==> config.mk <==
export PLATFORM = sky130hd
export DESIGN_NAME = uart_rx
export DESIGN_NICKNAME = d
export VERILOG_FILES = /design/src/rtl/uart_rx_pkg.sv /design/src/rtl/rx_sync.sv /design/src/rtl/uart_rx.sv
export SDC_FILE = /design/constraint.sdc
export NUM_CORES = 1
export LEC_CHECK = 0
export CORE_UTILIZATION = 53
export CTS_BUF_LIST = sky130_fd_sc_hd__clkbuf_8
export CTS_CLUSTER_SIZE = 8
export DETAILED_ROUTE_END_ITERATION = 6
export GPL_ROUTABILITY_DRIVEN = 0
export PLACE_DENSITY = 0.83
export RECOVER_POWER = 25
export SETUP_SLACK_MARGIN = 0.2
export SKIP_LAST_GASP = 1
export SYNTH_ARGS = -nofsm -noshare
export SYNTH_HDL_FRONTEND = slang
export SYNTH_SLANG_ARGS = --single-unit
export TNS_END_PERCENT = 10
==> constraint.sdc <==
create_clock -name clock -period 1.6 [get_ports clock]
set_input_delay 0.32 -clock clock [delete_from_list [all_inputs] [get_ports clock]]
set_output_delay 0.32 -clock clock [all_outputs]
set_load 0.03 [all_outputs]
==> src/rtl/uart_rx_pkg.sv <==
// rtl/uart_rx_pkg.sv - shared UART receive constants, state encoding and helpers
package uart_rx_pkg;

    localparam int DATA_BITS = 8;

    typedef enum logic [1:0] {
        ST_IDLE  = 2'd0,
        ST_START = 2'd1,
        ST_DATA  = 2'd2,
        ST_STOP  = 2'd3
    } rx_state_t;

    // Clocks per bit, rounded to nearest so odd ratios do not drift one way
    function automatic int clks_per_bit(input int clk_freq, input int baud);
        return (clk_freq + baud / 2) / baud;
    endfunction

    function automatic logic majority3(input logic a, input logic b, input logic c);
        return (a & b) | (a & c) | (b & c);
    endfunction

endpackage

==> src/rtl/rx_sync.sv <==
// rtl/rx_sync.sv - rx pin synchroniser, 3-sample majority vote and falling-edge flag
module rx_sync
    import uart_rx_pkg::*;
(
    input  logic clock,
    input  logic reset_n,
    input  logic rx,
    output logic vote,
    output logic fall
);

    logic       meta;
    logic       rx_s;
    logic [1:0] hist;

    // Two flops for metastability, then two older copies of rx_s for the vote;
    // everything resets to the idle-high line level so reset never looks like a start edge
    always_ff @(posedge clock or negedge reset_n) begin
        if (!reset_n) begin
            meta <= 1'b1;
            rx_s <= 1'b1;
            hist <= 2'b11;
        end else begin
            meta <= rx;
            rx_s <= meta;
            hist <= {hist[0], rx_s};
        end
    end

    assign vote = majority3(rx_s, hist[0], hist[1]);
    assign fall = hist[0] & ~rx_s;

endmodule

==> src/rtl/uart_rx.sv <==
// rtl/uart_rx.sv - 8N1 UART receiver with valid/ready output and error pulses
module uart_rx
    import uart_rx_pkg::*;
#(
    parameter int CLK_FREQ = 12000000,
    parameter int BAUD     = 115200
) (
    input  logic       clock,
    input  logic       reset_n,
    input  logic       rx,
    output logic [7:0] data,
    output logic       valid,
    input  logic       ready,
    output logic       framing_error,
    output logic       overrun
);

    localparam int CLKS_PER_BIT = clks_per_bit(CLK_FREQ, BAUD);
    localparam int HALF_BIT     = CLKS_PER_BIT / 2;
    localparam int CNT_W        = $clog2(CLKS_PER_BIT);

    localparam logic [CNT_W-1:0] HALF_LAST = CNT_W'(HALF_BIT - 1);
    localparam logic [CNT_W-1:0] BIT_LAST  = CNT_W'(CLKS_PER_BIT - 1);
    localparam logic [2:0]       IDX_LAST  = 3'(DATA_BITS - 1);

    logic             vote;
    logic             fall;

    rx_state_t        state, state_d;
    logic [CNT_W-1:0] cnt, cnt_d;
    logic [2:0]       idx, idx_d;
    logic [7:0]       shreg, shreg_d;
    logic [7:0]       data_d;
    logic             valid_d;
    logic             framing_error_d;
    logic             overrun_d;

    rx_sync u_sync (
        .clock   (clock),
        .reset_n (reset_n),
        .rx      (rx),
        .vote    (vote),
        .fall    (fall)
    );

    // State and datapath registers; reset abandons any frame in flight
    always_ff @(posedge clock or negedge reset_n) begin
        if (!reset_n) begin
            state         <= ST_IDLE;
            cnt           <= '0;
            idx           <= '0;
            shreg         <= '0;
            data          <= '0;
            valid         <= 1'b0;
            framing_error <= 1'b0;
            overrun       <= 1'b0;
        end else begin
            state         <= state_d;
            cnt           <= cnt_d;
            idx           <= idx_d;
            shreg         <= shreg_d;
            data          <= data_d;
            valid         <= valid_d;
            framing_error <= framing_error_d;
            overrun       <= overrun_d;
        end
    end

    // Next-state, bit timing and output handshake
    always_comb begin
        state_d         = state;
        cnt_d           = cnt + CNT_W'(1);
        idx_d           = idx;
        shreg_d         = shreg;
        data_d          = data;
        valid_d         = valid & ~ready;
        framing_error_d = 1'b0;
        overrun_d       = 1'b0;

        case (state)
            ST_IDLE: begin
                cnt_d = '0;
                if (fall) begin
                    state_d = ST_START;
                end
            end
            ST_START: begin
                if (cnt == HALF_LAST) begin
                    if (vote) begin
                        state_d = ST_IDLE;
                    end else begin
                        cnt_d   = '0;
                        idx_d   = '0;
                        state_d = ST_DATA;
                    end
                end
            end
            ST_DATA: begin
                if (cnt == BIT_LAST) begin
                    shreg_d[idx] = vote;
                    cnt_d        = '0;
                    idx_d        = idx + 3'd1;
                    if (idx == IDX_LAST) begin
                        state_d = ST_STOP;
                    end
                end
            end
            ST_STOP: begin
                if (cnt == BIT_LAST) begin
                    // Leave at mid-stop so a back-to-back start edge is not missed
                    state_d = ST_IDLE;
                    cnt_d   = '0;
                    if (!vote) begin
                        framing_error_d = 1'b1;
                    end else if (!valid || ready) begin
                        data_d  = shreg;
                        valid_d = 1'b1;
                    end else begin
                        overrun_d = 1'b1;
                    end
                end
            end
            default: begin
                state_d = ST_IDLE;
            end
        endcase
    end

endmodule

==> impl_metrics.prom <==
# TYPE chip_impl_metric gauge
chip_impl_metric{name="critical_path_buf_inv_count",unit=""} 1
chip_impl_metric{name="synth_instances",unit=""} 122
chip_impl_metric{name="wl_met1",unit="um"} 1437
chip_impl_info{name="outcome",value="finished, violations left"} 1
chip_impl_info{name="netlist_top_cells_area",value="sky130_fd_sc_hd__dfrtp_1 48%, sky130_fd_sc_hd__mux2_2 7.0%, sky130_fd_sc_hd__dfstp_2 6.5%"} 1
chip_impl_metric{name="proportion_of_layout_cells_with_a_drive_suffix_above_1",unit="%"} 38.27
chip_impl_metric{name="vias",unit=""} 1099
chip_impl_metric{name="place_hpwl",unit="um"} 2252
chip_impl_info{name="cp_top_family",value="simple AND/OR/NAND/NOR gates"} 1
chip_impl_metric{name="fp.dieArea",unit="um^2"} 3268
chip_impl_metric{name="wire_length_of_the_first_global_routing_pass",unit="um"} 5471
chip_impl_metric{name="synth_area_per_cell",unit="um^2"} 13.22
chip_impl_metric{name="slowest_delay",unit="ps"} 400
chip_impl_metric{name="finalClockSkew",unit="ps"} 4.944
chip_impl_metric{name="p_comb_share",unit="%"} 17.6
chip_impl_info{name="highest-signal-layer",value="met4"} 1
chip_impl_metric{name="detail_route.wirelength",unit="um"} 3184
chip_impl_info{name="worstReg2RegStart",value="cnt[0]"} 1
chip_impl_metric{name="power_switching_share",unit="%"} 24.77
chip_impl_metric{name="pin_count",unit=""} 15
chip_impl_metric{name="buffer_ports.inserted",unit=""} 14
chip_impl_metric{name="postCtsHoldBufs",unit=""} 0
chip_impl_metric{name="path_clk_slew",unit="ps"} 70
chip_impl_metric{name="clk_network_pwr_share",unit="%"} 39.2
chip_impl_info{name="violations_in_the_final_reports",value="design-rule violations, negative setup slack"} 1
chip_impl_metric{name="powerDensity",unit="nW/um^2"} 1147
chip_impl_metric{name="footprint_of_the_multi_input_gates",unit="um^2"} 734.5
chip_impl_info{name="crit_path_cell_trace",value="ha_4 -> and3b_2 -> nand4_1 -> nor2b_1 -> buf_6 -> mux2_4"} 1
chip_impl_metric{name="clock_sinks",unit=""} 35
chip_impl_info{name="clock-root-buffer",value="sky130_fd_sc_hd__clkbuf_8"} 1
chip_impl_metric{name="p_sw",unit="mW"} 0.6000
chip_impl_metric{name="worstPathArrival",unit="ps"} 1870
chip_impl_metric{name="yosysTopAreaCellShare",unit="%"} 48.10
chip_impl_metric{name="final_area",unit="um^2"} 2111
chip_impl_metric{name="area.growth.synth_to_final",unit="%"} 30.88
chip_impl_metric{name="hold_violation_total_from_the_final_report",unit=""} 0
chip_impl_metric{name="r2r.worst_path.cells",unit=""} 6
chip_impl_metric{name="worst_ir_drop_vdd",unit="V"} 0.001118
chip_impl_metric{name="worst-slew-pin-transition",unit="ps"} 821.3
chip_impl_metric{name="setup.reg_to_reg.worst_slack",unit="ps"} -90
chip_impl_metric{name="nFillCells",unit=""} 173
chip_impl_info{name="hold_crit_path_type",value="reg -> reg"} 1
chip_impl_metric{name="worst_hold_path.num_cells",unit=""} 0
chip_impl_metric{name="drc",unit=""} 1
chip_impl_metric{name="leakage",unit="nW"} 1.032
chip_impl_info{name="hp-start",value="u_sync.meta"} 1
chip_impl_metric{name="drt.antenna.violating_nets",unit=""} 0
chip_impl_info{name="worstSetupPathType",value="reg -> reg"} 1
chip_impl_metric{name="yosysUniqueCellTypes",unit=""} 38
chip_impl_metric{name="ctsLongestPathBuffers",unit=""} 2
chip_impl_metric{name="initial_utilization",unit="%"} 57.01
chip_impl_metric{name="intPower",unit="mW"} 1.822
chip_impl_metric{name="yosysWarnings",unit=""} 0
chip_impl_metric{name="timing.final.crit_period",unit="ps"} 1691
chip_impl_metric{name="grt_antenna_before_repair",unit=""} 0
chip_impl_metric{name="floorplan.die.width",unit="um"} 57.17
chip_impl_info{name="timing.hold.worst_endpoint",value="u_sync.rx_s"} 1
chip_impl_metric{name="met3_wirelength",unit="um"} 119
chip_impl_metric{name="postSynthRegisterBits",unit=""} 35
chip_impl_metric{name="timing.final.max_slew_violations",unit=""} 0
chip_impl_metric{name="placed_area",unit="um^2"} 1912
chip_impl_metric{name="antenna_cells",unit=""} 0
chip_impl_metric{name="seqPwrFrac",unit="%"} 43.2
chip_impl_metric{name="cts-buffers-inserted",unit=""} 5
chip_impl_metric{name="drt-pass1-iter-count",unit=""} 6
chip_impl_metric{name="achievable-frequency",unit="MHz"} 591.4
chip_impl_metric{name="max_cap_violations",unit=""} 0
chip_impl_metric{name="finish.net_count",unit=""} 168
chip_impl_info{name="crit_path_start_kind",value="register"} 1
chip_impl_metric{name="maximum_number_of_pins_on_one_net_before_global_route_repair",unit=""} 36
chip_impl_metric{name="drt-wirelength-per-cell",unit="um"} 16.50
chip_impl_info{name="grt_setup_unrepaired",value="yes"} 1
chip_impl_info{name="cts_tree",value="built"} 1
chip_impl_info{name="post-synth-top-area-cell",value="sky130_fd_sc_hd__dfrtp_1"} 1
chip_impl_metric{name="globalRouteOverflowTotal",unit=""} 0
chip_impl_metric{name="timing.final.setup_violations",unit=""} 27
chip_impl_metric{name="cts.htree.levels",unit=""} 2
chip_impl_metric{name="floorplan.rows",unit=""} 19
chip_impl_metric{name="worst_slew_margin_rel",unit="%"} 45.24
chip_impl_metric{name="layout_worst_path_cycle_share",unit="%"} 105.7
chip_impl_info{name="crit_path_end_kind",value="register"} 1
chip_impl_metric{name="first_global_vias",unit=""} 1147
chip_impl_metric{name="clk-insertion-delay-late",unit="ps"} 290
chip_impl_metric{name="critPathMaxFanout",unit=""} 8
chip_impl_metric{name="synth-seq-area-share",unit="%"} 54.62
chip_impl_metric{name="timing.critical_path.required",unit="ps"} 1780
chip_impl_metric{name="initialDrtViolationCount",unit=""} 23
chip_impl_metric{name="synth_fp_nets",unit=""} 129
chip_impl_metric{name="met2_length",unit="um"} 1566
chip_impl_metric{name="die_height",unit="um"} 57.17
chip_impl_info{name="critical_path.reg2reg.endpoint",value="data[6]"} 1
chip_impl_metric{name="grt_use_total",unit="%"} 23.18
chip_impl_info{name="cell_with_the_largest_stage_delay_on_the_worst_path",value="sky130_fd_sc_hd__dfrtp_1"} 1
chip_impl_metric{name="syn-cell-area",unit="um^2"} 1613
chip_impl_metric{name="final-seq-area",unit="um^2"} 880.8
chip_impl_metric{name="core_region_area",unit="um^2"} 2829
chip_impl_metric{name="post-place-ws",unit="ps"} -139.0
chip_impl_metric{name="finalWorstSetupSlack",unit="ps"} -91.03
chip_impl_metric{name="post_drt_via_cell_ratio",unit=""} 5.694
-- synthesized netlist by cell type (all sizes together) --
cell type  count
a211oi         1
dfstp          4
nor4           1
inv            2
xnor2          1
o311a          1
ha             3
a22o           1
nor2          11
nand3          4
nor3           2
mux2i          2
nor2b          2
nand2          5
o2bb2ai        2
o21ai          1
and3b          2
and2           3
nand2b         1
nand4b         4
or3b           1
nand3b         1
a21oi          3
buf            5
nand4          4
o31ai          1
dfrtp         31
xor2           4
maj3           1
mux2          18
-- power by group through the flow --
stage / clock network [mW] / registers (mW) / logic, mW
floorplan: 0 / 1.06 / 0.197
global placement: 0 / 1.05 / 0.332
detailed placement: 0 / 1.06 / 0.361
CTS: 0.976 / 1.04 / 0.395
global route: 1.00 / 1.06 / 0.461
finish: 0.948 / 1.05 / 0.426
-- how the worst max path moves through the flow --
stage                          to  cells after the start  slack [ps]            from
after floorplan           data[0]                      5          20  u_sync.hist[0]
after CTS                 data[6]                      6         -80          cnt[0]
after global placement    data[4]                      5         -50           ready
after detailed placement  data[0]                      5        -140           ready
after global routing      data[0]                      6        -200          cnt[0]
final                     data[6]                      6         -90          cnt[0]
-- repair_timing --
action	CTS	global route
endpoints found under the setup margin	39	41
pin swaps	2	1
buffers inserted	3	3
resized for setup	10	0
-- worst reg2reg max path: cells and delay by family (launching register included) --
kind / cells / cell delay [ps]
fa+ha+maj: 1 / 170
mux: 1 / 310
flops: 1 / 400
buf+inv: 1 / 180
simple gates: 3 / 510
-- layout by cell type (no fill, tap or decap), types with 3 or more instances in the layout --
| cell type | count |
|---|---|
| sky130_fd_sc_hd__nand3_1 | 4 |
| sky130_fd_sc_hd__clkdlybuf4s50_1 | 11 |
| sky130_fd_sc_hd__buf_4 | 21 |
| sky130_fd_sc_hd__nand4b_1 | 3 |
| sky130_fd_sc_hd__dfrtp_1 | 31 |
| sky130_fd_sc_hd__xor2_1 | 4 |
| sky130_fd_sc_hd__dfstp_2 | 4 |
| sky130_fd_sc_hd__mux2_1 | 6 |
| sky130_fd_sc_hd__and2_1 | 3 |
| sky130_fd_sc_hd__nand2_1 | 5 |
| sky130_fd_sc_hd__nand4_1 | 4 |
| sky130_fd_sc_hd__nor2_1 | 6 |
| sky130_fd_sc_hd__a21oi_1 | 3 |
| sky130_fd_sc_hd__nor2_2 | 5 |
| sky130_fd_sc_hd__clkbuf_8 | 5 |
| sky130_fd_sc_hd__mux2_4 | 10 |
-- cell type report --
cell class	instances	area share [%]
inverters	2	0.3557
multi-input cells	80	34.80
flip-flops and latches	35	41.73
well taps	31	1.838
clock buffers	5	3.260
clock inverters	3	3.201
repair buffers	37	14.82
-- kinds of logic (layout without fill, tap and decap cells) --
| family | count (synthesis) | after routing | share of synthesized area, % |
|---|---|---|---|
| flip-flops | 35 | 35 | 54.62 |
| XOR/XNOR | 5 | 5 | 2.715 |
| AND/OR/NAND/NOR | 41 | 41 | 17.61 |
| adder cells (fa/ha/maj) | 4 | 4 | 2.948 |
| buffers and inverters | 7 | 47 | 3.103 |
| AO/OA/AOI/OAI | 10 | 10 | 4.732 |
| multiplexers | 20 | 20 | 14.27 |
-- through the flow --
| stage | util, % | hold slack (ps) | setup TNS, ps | std cells | total power, mW |
|---|---|---|---|---|---|
| final | 74.61 | 360.7 | -1233 | 193 | 2.422 |
| after global routing | 74.61 | 363.8 | -3677 | 193 | 2.519 |
| after CTS | 74.35 | 362.5 | -1312 | 190 | 2.412 |
| after detailed placement | 67.58 | 348.1 | -1043 | 179 | 1.418 |
| after global placement | 67.58 | 351.2 | -423.1 | 179 | 1.380 |
| after floorplan | - | 24.41 | 0 | 122 | 1.252 |
-- per-layer routing --
layer / track usage [%] / vias to the layer above
met2: 36.30 / 32
met1: 29.41 / 549
li1: - / 511
met3: 7.710 / 7
met4: 10.45 / 0
met5: 0 / -
-- flip-flops by register name, indices dropped and copies added, names as in the netlist, named ones only --
name	count
cnt	7
data	8
framing_error	1
idx	3
overrun	1
shreg	8
state	1
u_sync.hist	2
u_sync.meta	1
u_sync.rx_s	1
valid	1
Power figures use the tool's default switching activity.
==> RTL edit 1: new RTL, config.mk and constraints unchanged <==
Add an input register stage for `rx`; this delays it by one clock. The other inputs are not delayed to match.
--- a/src/rtl/uart_rx.sv
+++ b/src/rtl/uart_rx.sv
@@ -24,4 +24,10 @@
     localparam logic [2:0]       IDX_LAST  = 3'(DATA_BITS - 1);
 
+    logic rx_q;
+
+    always_ff @(posedge clock) begin
+        rx_q <= rx;
+    end
+
     logic             vote;
     logic             fall;
@@ -39,5 +45,5 @@
         .clock   (clock),
         .reset_n (reset_n),
-        .rx      (rx),
+        .rx      (rx_q),
         .vote    (vote),
         .fall    (fall)
Formal check against the unedited RTL: no difference found for any inputs over 10 cycles, from zero or initial values and one cycle with reset_n low; that may be too few to reach the edited logic, so the function may still have changed.
==> RTL edit 1 against the original RTL <==
The run still ends with design-rule violations, negative setup slack left. Critical path type is now reg2out. Largest power group unchanged. Sequential cell count rose by 1. Critical endpoint is now data[6]. Wire length is 6.3% lower. Setup slack better by 13 ps. Non-clock buffer count fell by 2. Core utilization shrank 0.71 points. Area after synthesis up 1.2%. Fmax rose by 0.79%. Total power fell by 6.9%. Combinational power fell by 4.9%. Highest routed layer unchanged. Register-to-register slack improved by 30 ps. Cell count shrank 0.52%. Cell area is 0.95% lower. Count of clock-buffer cells in the layout unchanged.
==> RTL edit 1: results (changes against the original RTL) <==
| Metric | Value |
|---|---|
| Complex-gate fraction of the synthesized area | 4.674% (-0.058 points) |
| Slew margin rel. | 44.60% (-0.64 points) |
| Clk_skew | 5.329 ps (+0.3854 ps) |
| Non-filler cells, final | 192 (-0.52%) |
| Area delta synth->final | 28.05% |
| DP Worst Slack | -82.14 ps (+56.81 ps) |
| Routed wl met2 | 1435 um (-8.4%) |
| Nets | 167 (-0.60%) |
| Fillers | 184 (+6.4%) |
| Syn Nets | 130 (+0.78%) |
| # setup viols final | 19 (-30%) |
| Max stage delay cell, worst path | clkdlybuf4s50_1 |
| Seq/Total Area, Yosys | 55.17% (+0.56 points) |
| Violations in the final reports | design-rule violations, negative setup slack |
| Drt drc | 3 (+2) |
| Area contributors post-synth | dfrtp_1 48%, mux2_2 6.9%, dfstp_2 6.4% |
| Met1 global-route usage | 26.43% (-3.0 points) |
| Final HPWL DP | 2135 um (-5.2%) |
| Netlist cell types | 39 (+2.6%) |
| Post-placement cell area | 0.001932 mm2 (+1.0%) |
| XOR/XNOR Fraction of Synth Area | 2.682% (-0.033 points) |
| Metal-1 WL | 1323 um (-7.9%) |
| Leak Pwr | 1.020 nW (-1.1%) |
| PnR worst setup slack | -77.82 ps (+13.21 ps) |
| Routing usage on met3 | 6.122% (-1.6 points) |
| Status | finished with violations |
| Detailed Route Iter0 Violations | 45 (+96%) |
| CP arrival | 1360 ps (-510 ps) |
| Post-Route WL | 2984 um (-6.3%) |
| Post-Synth Adder-Cell Area | 2.912% (-0.036 points) |
| Setup tns final | -821.8 ps (+410.7 ps) |
| Peak VDD IR | 0.0007296 V (-35%) |
| Via count | 1085 (-1.3%) |
| Sequential Power Share | 47.7% (+4.5 points) |
| Clk network pwr share | 34.4% (-4.8 points) |
| Grt met2 use | 33.22% (-3.1 points) |
| First-pass GRT wire length | 5188 um (-5.2%) |
| GRT Total Usage | 21.47% (-1.7 points) |
| Crit-path max cell delay | 690 ps (+290 ps) |
| # placed instances | 180 (+0.56%) |
| Met3 WL | 114 um (-4.2%) |
| Kind of cell adding the most delay to the critical path | buffers and inverters |
==> RTL edit 1: changes by cell type after synthesis <==
cell     before  now
dfxtp_1       0    1
==> RTL edit 1: area by class of cell <==
type	instances	share of cell area, %
Tap cell	31	1.855
Multi-Input combinational cell	80	35.13
Timing Repair Buffer	35	14.24
Clock inverter	3	2.035
Sequential cell	36	43.09
Clock buffer	5	3.291
Inverter	2	0.3591
==> RTL edit 1: path summary, 6_finish.rpt <==
check                      depth (start not counted)           to    start  slack [ps]
setup reg to reg                                   6      data[1]   cnt[1]         -60
hold / removal                                     0  u_sync.meta     rx_q         300
min in group asynchronous                          2     shreg[0]  reset_n         660
setup / recovery                                   1      data[6]  data[6]         -80
hold reg to reg                                    0  u_sync.meta     rx_q         300
max in group asynchronous                          2       idx[1]  reset_n         430
==> RTL edit 1: what timing repair did <==
action                     in CTS  in global routing
hold buffers                    0                  0
setup endpoints to repair      39                 40
gates resized for setup         2                  8
setup buffers                   2                  2
pin swaps                       3                  1
==> RTL edit 2: new RTL, config.mk and constraints unchanged <==
Made on the original files. `CLK_FREQ`: 12000000 -> 24000000.
--- a/src/rtl/uart_rx.sv
+++ b/src/rtl/uart_rx.sv
@@ -3,5 +3,5 @@
     import uart_rx_pkg::*;
 #(
-    parameter int CLK_FREQ = 12000000,
+    parameter int CLK_FREQ = 24000000,
     parameter int BAUD     = 115200
 ) (
Formal check against the unedited RTL: no difference found for any inputs over 10 cycles, from zero or initial values and one cycle with reset_n low; that may be too few to reach the edited logic, so the function may still have changed.
==> RTL edit 2 against the original RTL <==
The flow finishes with violations (negative setup slack). Area after synthesis rose by 6.1%. Total power shrank 4.5%. Cell area up 3.0%. Wire length is 1.9% higher. Synthesized cell count up 9.0%. Count of clock-buffer cells in the layout up 2. Cell count is 13% higher. Sequential cell count up 1. Sequential share of layout area about the same. Setup slack better by 30 ps. Critical path type unchanged. Critical endpoint is now data[4]. Highest routed layer unchanged.
==> RTL edit 2: results (changes against the original RTL) <==
| Metric | Value |
|---|---|
| Status | finished with violations |
| Violations in the final reports | negative setup slack |
| Metal-1 WL | 1364 um (-5.1%) |
| GRT Total Usage | 22.15% (-1.0 points) |
| Via count | 1167 (+6.2%) |
| Setup tns final | -711.7 ps (+520.8 ps) |
| Netlist cell types | 41 (+7.9%) |
| Final HPWL DP | 2363 um (+5.0%) |
| Peak VDD IR | 0.0006592 V (-41%) |
| Clock Network Area Fraction | 4.606% (-1.9 points) |
| Multi-input gate share of total cell area | 35.35% (+0.55 points) |
| Multi-input comb cells | 89 (+11%) |
| Post-placement cell area | 0.002033 mm2 (+6.3%) |
| Int Power | 0.001691 W (-7.2%) |
| Non-clock buffer share | 15.49% (+0.67 points) |
| # setup viols final | 19 (-30%) |
| CTS sink count | 36 (+2.9%) |
| Share of layout cells above drive strength 1 | 36.57% (-1.7 points) |
| Placement Rows | 20 (+1) |
| Post-cts sizing count | 3 (-7) |
| Buffers outside the clock class | 40 (+8.1%) |
| Seq/Total Area, Yosys | 52.96% (-1.7 points) |
| PnR worst setup slack | -61.27 ps (+29.76 ps) |
| # placed instances | 206 (+15%) |
| Synth top cells by count | 32 x dfrtp_1, 11 x nor2_1, 8 x mux2_2, 8 x mux2_4, 7 x nand2_1 |
| First-pass iteration count of the detailed router | 4 (-2) |
| Fillers | 217 (+25%) |
| First-pass GRT wire length | 5437 um (-0.62%) |
| Routed wl met2 | 1671 um (+6.7%) |
| Area delta synth->final | 27.07% |
| Routed length per placed instance | 14.81 um (-10%) |
| Seq/total area | 41.68% (-0.050 points) |
| Grt met2 use | 38.96% (+2.7 points) |
| Largest net degree at the start of global routing | 37 (+2.8%) |
| Routing usage on met3 | 7.253% (-0.46 points) |
| Number of clock buffers in the layout | 7 (+2) |
| Logic pwr share | 23.8% (+6.2 points) |
-- RTL edit 2: cell count changes after synthesis, sizes merged, moves of 2 or more --
cell     unedited run  this run
nor3                2         6
o22ai               0         3
xnor2               1         4
and2                3         1
and3b               2         0
clkbuf              0         2
mux2               18        16
nand2               5         7
nand3               4         6
o2bb2ai             2         0
xor2                4         2
-- RTL edit 2: cells by family (layout without fill, tap and decap cells) --
| group | Yosys count | in the layout | share of synthesized area, % |
|---|---|---|---|
| buffers and inverters | 8 | 50 | 2.999 |
| xor gates and xnor gates | 6 | 6 | 3.072 |
| and+or+nand+nor | 49 | 49 | 20.34 |
| AOI/OAI and AO/OA | 12 | 12 | 4.390 |
| adders and majority gates | 4 | 4 | 2.780 |
| DFF | 36 | 36 | 52.96 |
| muxes | 18 | 18 | 13.46 |
-- RTL edit 2: worst max-delay path, cell delays in order, from the launching register on --
cell     delay, ps
dfrtp_1        390
ha_4           170
and4_4         220
nand4_1        120
nor2b_1        160
buf_6          170
mux2_4         310
